--- config.mk ---
export PLATFORM = sky130hd
export DESIGN_NAME = led_matrix_scanner
export DESIGN_NICKNAME = d
export VERILOG_FILES = /design/src/rtl/led_matrix_scanner.sv
export SDC_FILE = /design/constraint.sdc
export NUM_CORES = 1
export LEC_CHECK = 0
export CAP_MARGIN = 5
export CORE_MARGIN = 2
export CORE_UTILIZATION = 66
export DETAILED_ROUTE_END_ITERATION = 8
export PLACE_DENSITY = 0.91
export REMOVE_ABC_BUFFERS = 1
export SETUP_SLACK_MARGIN = 0.1
export SLEW_MARGIN = 20
export SYNTH_ARGS = -nofsm -noshare
export SYNTH_HDL_FRONTEND = slang
export SYNTH_SLANG_ARGS = --single-unit
export TNS_END_PERCENT = 5
--- constraint.sdc ---
create_clock -name clk -period 6.9 [get_ports clk]
set_input_delay 2.07 -clock clk [delete_from_list [all_inputs] [get_ports clk]]
set_output_delay 2.07 -clock clk [all_outputs]
set_load 0.05 [all_outputs]
--- src/rtl/led_matrix_scanner.sv ---
// led_matrix_scanner
//   Assembles the glyph column stream into a double-buffered 16x4 frame and scans a
//   16-column x 4-row LED matrix, one column at a time, with anti-ghost blanking at the
//   start of every column. The back bank is written while the front bank is displayed.
//   The banks swap only at the 15->0 column wrap, and only once every back column has
//   been written, so a displayed frame is never torn.
//
//   Optional feature: define LED_MATRIX_PWM_EN to enable 8-level PWM of the row drive
//   during the DRIVE phase. Without it, brightness is ignored.
//
// Ports
//   clk         system clock
//   rst_n       asynchronous reset, active low
//   col_valid   col_idx/col_rows valid this cycle
//   col_idx     column index 0..15 of incoming data
//   col_rows    row bits for that column, bit3 = top row
//   brightness  PWM level, 0 = 1/8 .. 7 = 8/8 (PWM build only)
//   col_addr    column currently driven (to external 4:16 decoder)
//   row_drive   row outputs for col_addr
//   frame_sync  1-cycle pulse on each column wrap 15->0
//   swap_done   1-cycle pulse when the buffers swap
module led_matrix_scanner #(
  parameter int unsigned DWELL_CYCLES   = 64,
  parameter int unsigned BLANK_CYCLES   = 4,
  parameter bit          ROW_ACTIVE_LOW = 1'b0
) (
  input  logic       clk,
  input  logic       rst_n,
  input  logic       col_valid,
  input  logic [3:0] col_idx,
  input  logic [3:0] col_rows,
  input  logic [2:0] brightness,
  output logic [3:0] col_addr,
  output logic [3:0] row_drive,
  output logic       frame_sync,
  output logic       swap_done
);

  localparam int unsigned PW = (DWELL_CYCLES > 1) ? $clog2(DWELL_CYCLES) : 1;
  localparam logic [PW-1:0] PhaseLast  = PW'(DWELL_CYCLES - 1);
  localparam logic [PW-1:0] PhaseBlank = PW'(BLANK_CYCLES);
  localparam logic [3:0]    RowOff     = ROW_ACTIVE_LOW ? 4'hF : 4'h0;

  localparam logic [0:0] StBlank = 1'b0;
  localparam logic [0:0] StDrive = 1'b1;

  logic [1:0][15:0][3:0] bank_q, bank_d;
  logic                  front_q, front_d;
  logic [15:0]           mask_q, mask_d;
  logic                  pending_q, pending_d;
  logic [3:0]            col_q, col_d;
  logic [0:0]            state_q, state_d;
  logic [PW-1:0]         phase_q, phase_d;
  logic [3:0]            row_drive_q, row_drive_d;
  logic                  frame_sync_q, swap_done_q;
  logic                  col_last, wrap, do_swap, rows_on;
  logic [3:0]            rows;

`ifdef LED_MATRIX_PWM_EN
  logic [2:0] pwm_cnt_q, pwm_cnt_d;
`else
  logic unused_brightness;
  assign unused_brightness = ^brightness;
`endif

  always_comb begin
    col_last = (phase_q == PhaseLast);
    wrap     = col_last && (col_q == 4'hF);
    phase_d  = col_last ? '0 : phase_q + PW'(1);
    col_d    = col_last ? col_q + 4'd1 : col_q;
    state_d  = (phase_d < PhaseBlank) ? StBlank : StDrive;

    // A mask that fills just before the wrap still swaps on that wrap.
    do_swap   = wrap && (pending_q || (&mask_q));
    front_d   = front_q ^ do_swap;
    pending_d = do_swap ? 1'b0 : (pending_q | (&mask_q));

    // Writes target the back bank as seen after this edge, so a write on the
    // swap edge lands in the new back bank.
    bank_d = bank_q;
    mask_d = do_swap ? 16'h0000 : mask_q;
    if (col_valid) begin
      bank_d[~front_d][col_idx] = col_rows;
      mask_d[col_idx]           = 1'b1;
    end

`ifdef LED_MATRIX_PWM_EN
    if (state_d == StDrive) begin
      pwm_cnt_d = (state_q == StBlank) ? 3'd0 : pwm_cnt_q + 3'd1;
    end else begin
      pwm_cnt_d = 3'd0;
    end
    rows_on = (state_d == StDrive) && (pwm_cnt_d <= brightness);
`else
    rows_on = (state_d == StDrive);
`endif

    // Row output is computed from next-cycle state so it lines up with col_addr.
    rows        = rows_on ? bank_q[front_d][col_d] : 4'h0;
    row_drive_d = ROW_ACTIVE_LOW ? ~rows : rows;
  end

  always_ff @(posedge clk or negedge rst_n) begin
    if (!rst_n) begin
      bank_q       <= '0;
      front_q      <= 1'b0;
      mask_q       <= 16'h0000;
      pending_q    <= 1'b0;
      col_q        <= 4'h0;
      state_q      <= StBlank;
      phase_q      <= '0;
      row_drive_q  <= RowOff;
      frame_sync_q <= 1'b0;
      swap_done_q  <= 1'b0;
    end else begin
      bank_q       <= bank_d;
      front_q      <= front_d;
      mask_q       <= mask_d;
      pending_q    <= pending_d;
      col_q        <= col_d;
      state_q      <= state_d;
      phase_q      <= phase_d;
      row_drive_q  <= row_drive_d;
      frame_sync_q <= wrap;
      swap_done_q  <= do_swap;
    end
  end

`ifdef LED_MATRIX_PWM_EN
  always_ff @(posedge clk or negedge rst_n) begin
    if (!rst_n) begin
      pwm_cnt_q <= 3'd0;
    end else begin
      pwm_cnt_q <= pwm_cnt_d;
    end
  end
`endif

  assign col_addr   = col_q;
  assign row_drive  = row_drive_q;
  assign frame_sync = frame_sync_q;
  assign swap_done  = swap_done_q;

endmodule

==> flow_summary.ini <==
[worst_setup_path]
path_depth = 1
required_ns = 4.83
slowest_delay_ns = 0.86
crit_slowest_cell = clkdlybuf4s50_1
path_buf_inv = 1
crit_family = buffers and inverters
worstPathMaxFanout = 4
worstSetupEndpointType = output pin
arrival_ns = 1.88
reg2reg_depth = 8
worst_setup_path_start_kind = flop
crit_path_cell_trace = clkdlybuf4s50_1
crit_type = reg -> out

[floorplan]
die_h_um = 109
core.rowCount = 38
pin_count = 24
fp.dieW_um = 109
initial_core_util_pct = 67.3
dieArea_um2 = 11800
core_region_area_um2 = 10700

[grt]
grt_first_pass_wirelength_um = 24900
track_usage_pct = 28.9
antenna_found_initial = 0
overflow = 0
grt_pass1_vias = 4737
grt_max_degree = 106

[sta]
rsz0062_at_grt = no
min_period_ns = 3.95
fin_crit_sh_pct = 57.3
fmax_ghz = 0.253
relSlewSlack_pct = 38.3
setup_viol = 0
clock_skew_ns = 0.00822
tns_ns = 0
finalHoldViolCount = 0
tightest_slew_ns = 0.926
slew_viol_final = 0

[synth]
async_flop_share_pct = 100
synth_mux_area_share_pct = 29.9
ys_ff_latch = 162
synth_top_family_by_area = multiplexers
synthAdderAreaFrac_pct = 0.346
ys_types = 35
synth_edf_count = 0
synth-simple-area-share_pct = 6.73
synth_compound_area_share_pct = 4.29
syn_avg_cell_area_um2 = 14.3
syn-cell-area_um2 = 7230
synth_xor_xnor_area_share_pct = 0.831
ys.flop_type = dfrtp_1
synth_cells = 505
yosysWarnings = 0
ys_seq_area_share_pct = 56.1

[clocking]
htreeDepth = 4
clock_path_buffers = 2
cts.repair.resized = 0
cts_tree = done
cts_root_buffer = clkbuf_8
clkTransAtPathRegs_ns = 0.07
cts_sinks = 162
cts_hold_buffers = 0
clock_latency_ns = 0.54
post-cts-setup-buffer-count = 0
numCtsBuffers = 17

[place]
placed_cells = 646
gp_congestion = 0.832
io_buffers = 20
dp_hpwl_um = 9720
placed_cell_area_um2 = 7540

[job]
cap_violations = 0

[final_layout]
final_cells = 678
diodes = 0
fin_area_um2 = 8090
fillCellCount = 641
layout_common_cells = dfrtp_1, mux2_2, nand2_1
drive_above_1_share_pct = 35.3
syn_to_final_growth_pct = 11.9
final_nets = 541
final_common_cell = dfrtp_1

[power]
power.density_nw_per_um2 = 272
power_mw = 2.20
max-vdd-ir-drop_mv = 0.195
p_leak_nw = 3.67

[detailed_routing]
antenna_left = 0
first_pass_iters = 5
vias = 4408
first_iter_violations = 288
wirelength_um = 14900
vias_per_cell = 6.50
drc = 0
wire_per_inst_um = 21.9

[worst_hold_path]
hold_path.class = reg -> reg
hold_depth = 1

[status]
outcome = finished clean
logic make-up (layout without fill, tap and decap cells):
group	after synthesis	in the layout
AO/OA/AOI/OAI	43	43
AND/OR/NAND/NOR	103	103
buffers and inverters	29	62
XOR/XNOR	6	6
adder cells (fa/ha/maj)	2	2
flip-flops	162	162
multiplexers	160	160
layer usage:
layer	vias up	global-route usage (%)	routed length (um)
li1	1913	-	-
met1	2312	38.6	6020
met2	149	45.6	7570
met3	34	6.99	937
met4	0	13.1	346
met5	-	0	0
power breakdown:
| group | leakage [nW] | internal [mW] | switching [mW] | total [mW] |
|---|---|---|---|---|
| Sequential | 2.07 | 1.05 | 0.0543 | 1.11 |
| Combinational | 1.35 | 0.113 | 0.0895 | 0.202 |
| Clock | 0.255 | 0.508 | 0.380 | 0.887 |
| Total | 3.67 | 1.67 | 0.523 | 2.20 |
worst paths after layout:
check	start	slack, ns	to
setup / recovery	col_addr[2]	2.95	col_addr[2]
hold / removal	mask_q[5]	0.49	mask_q[5]
setup reg to reg	phase_q[0]	3.69	row_drive[0]
hold reg to reg	mask_q[5]	0.49	mask_q[5]
max in group asynchronous	rst_n	3.96	bank_q[13]
min in group asynchronous	rst_n	1.63	bank_q[60]
worst register-to-register path, stage by stage (launching register included):
cell	delay, ns
dfrtp_1	0.43
ha_1	0.30
and2_1	0.22
and3_1	0.27
xor2_4	0.15
buf_4	0.56
mux4_2	0.62
a22oi_1	0.36
nand4_1	0.16
sequential cells by signal, summed over array words and instances, names as in the netlist:
| name | cells |
|---|---|
| phase_q | 6 |
| bank_q | 128 |
| mask_q | 16 |
| swap_done | 1 |
| frame_sync | 1 |
| pending_q | 1 |
| row_drive | 4 |
| col_addr | 4 |
| front_q | 1 |
area by class of cell:
type / count / area, um2 / share of cell area [%]
Sequential cell: 162 / 4050 / 50.1
Multi-Input combinational cell: 314 / 3060 / 37.9
Clock buffer: 21 / 459 / 5.68
Timing Repair Buffer: 23 / 204 / 2.52
Tap cell: 140 / 175 / 2.17
Clock inverter: 11 / 105 / 1.30
Inverter: 7 / 26.3 / 0.325
Yosys cell counts (all sizes together), types with 2 or more instances:
cell | count | area (um2)
a21o | 10 | 75.1
a21oi | 6 | 30.0
a22oi | 16 | 120
and2 | 3 | 18.8
and3 | 4 | 25.0
buf | 8 | 50.1
clkbuf | 14 | 52.6
dfrtp | 162 | 4050
ha | 2 | 25.0
inv | 7 | 26.3
mux2 | 128 | 1440
mux4 | 32 | 721
nand2 | 38 | 143
nand2b | 3 | 18.8
nand3 | 5 | 25.0
nand3b | 3 | 22.5
nand4 | 9 | 56.3
nor2 | 27 | 109
nor3 | 5 | 30.0
o2111ai | 4 | 35.0
o21ai | 3 | 15.0
or3 | 5 | 31.3
xnor2 | 3 | 26.3
xor2 | 3 | 33.8
per-stage QoR:
| step | hold slack (ns) | worst slack, ns | util, % |
|---|---|---|---|
| after global routing | 0.508 | 2.89 | 75.3 |
| after CTS | 0.484 | 2.93 | 75.4 |
| after detailed placement | 0.467 | 2.83 | 70.2 |
| after floorplan | 0.446 | 3.16 | - |
| after global placement | 0.462 | 2.89 | 70.2 |
| final | 0.491 | 2.95 | 75.3 |
(Power assumes the default switching activity.)
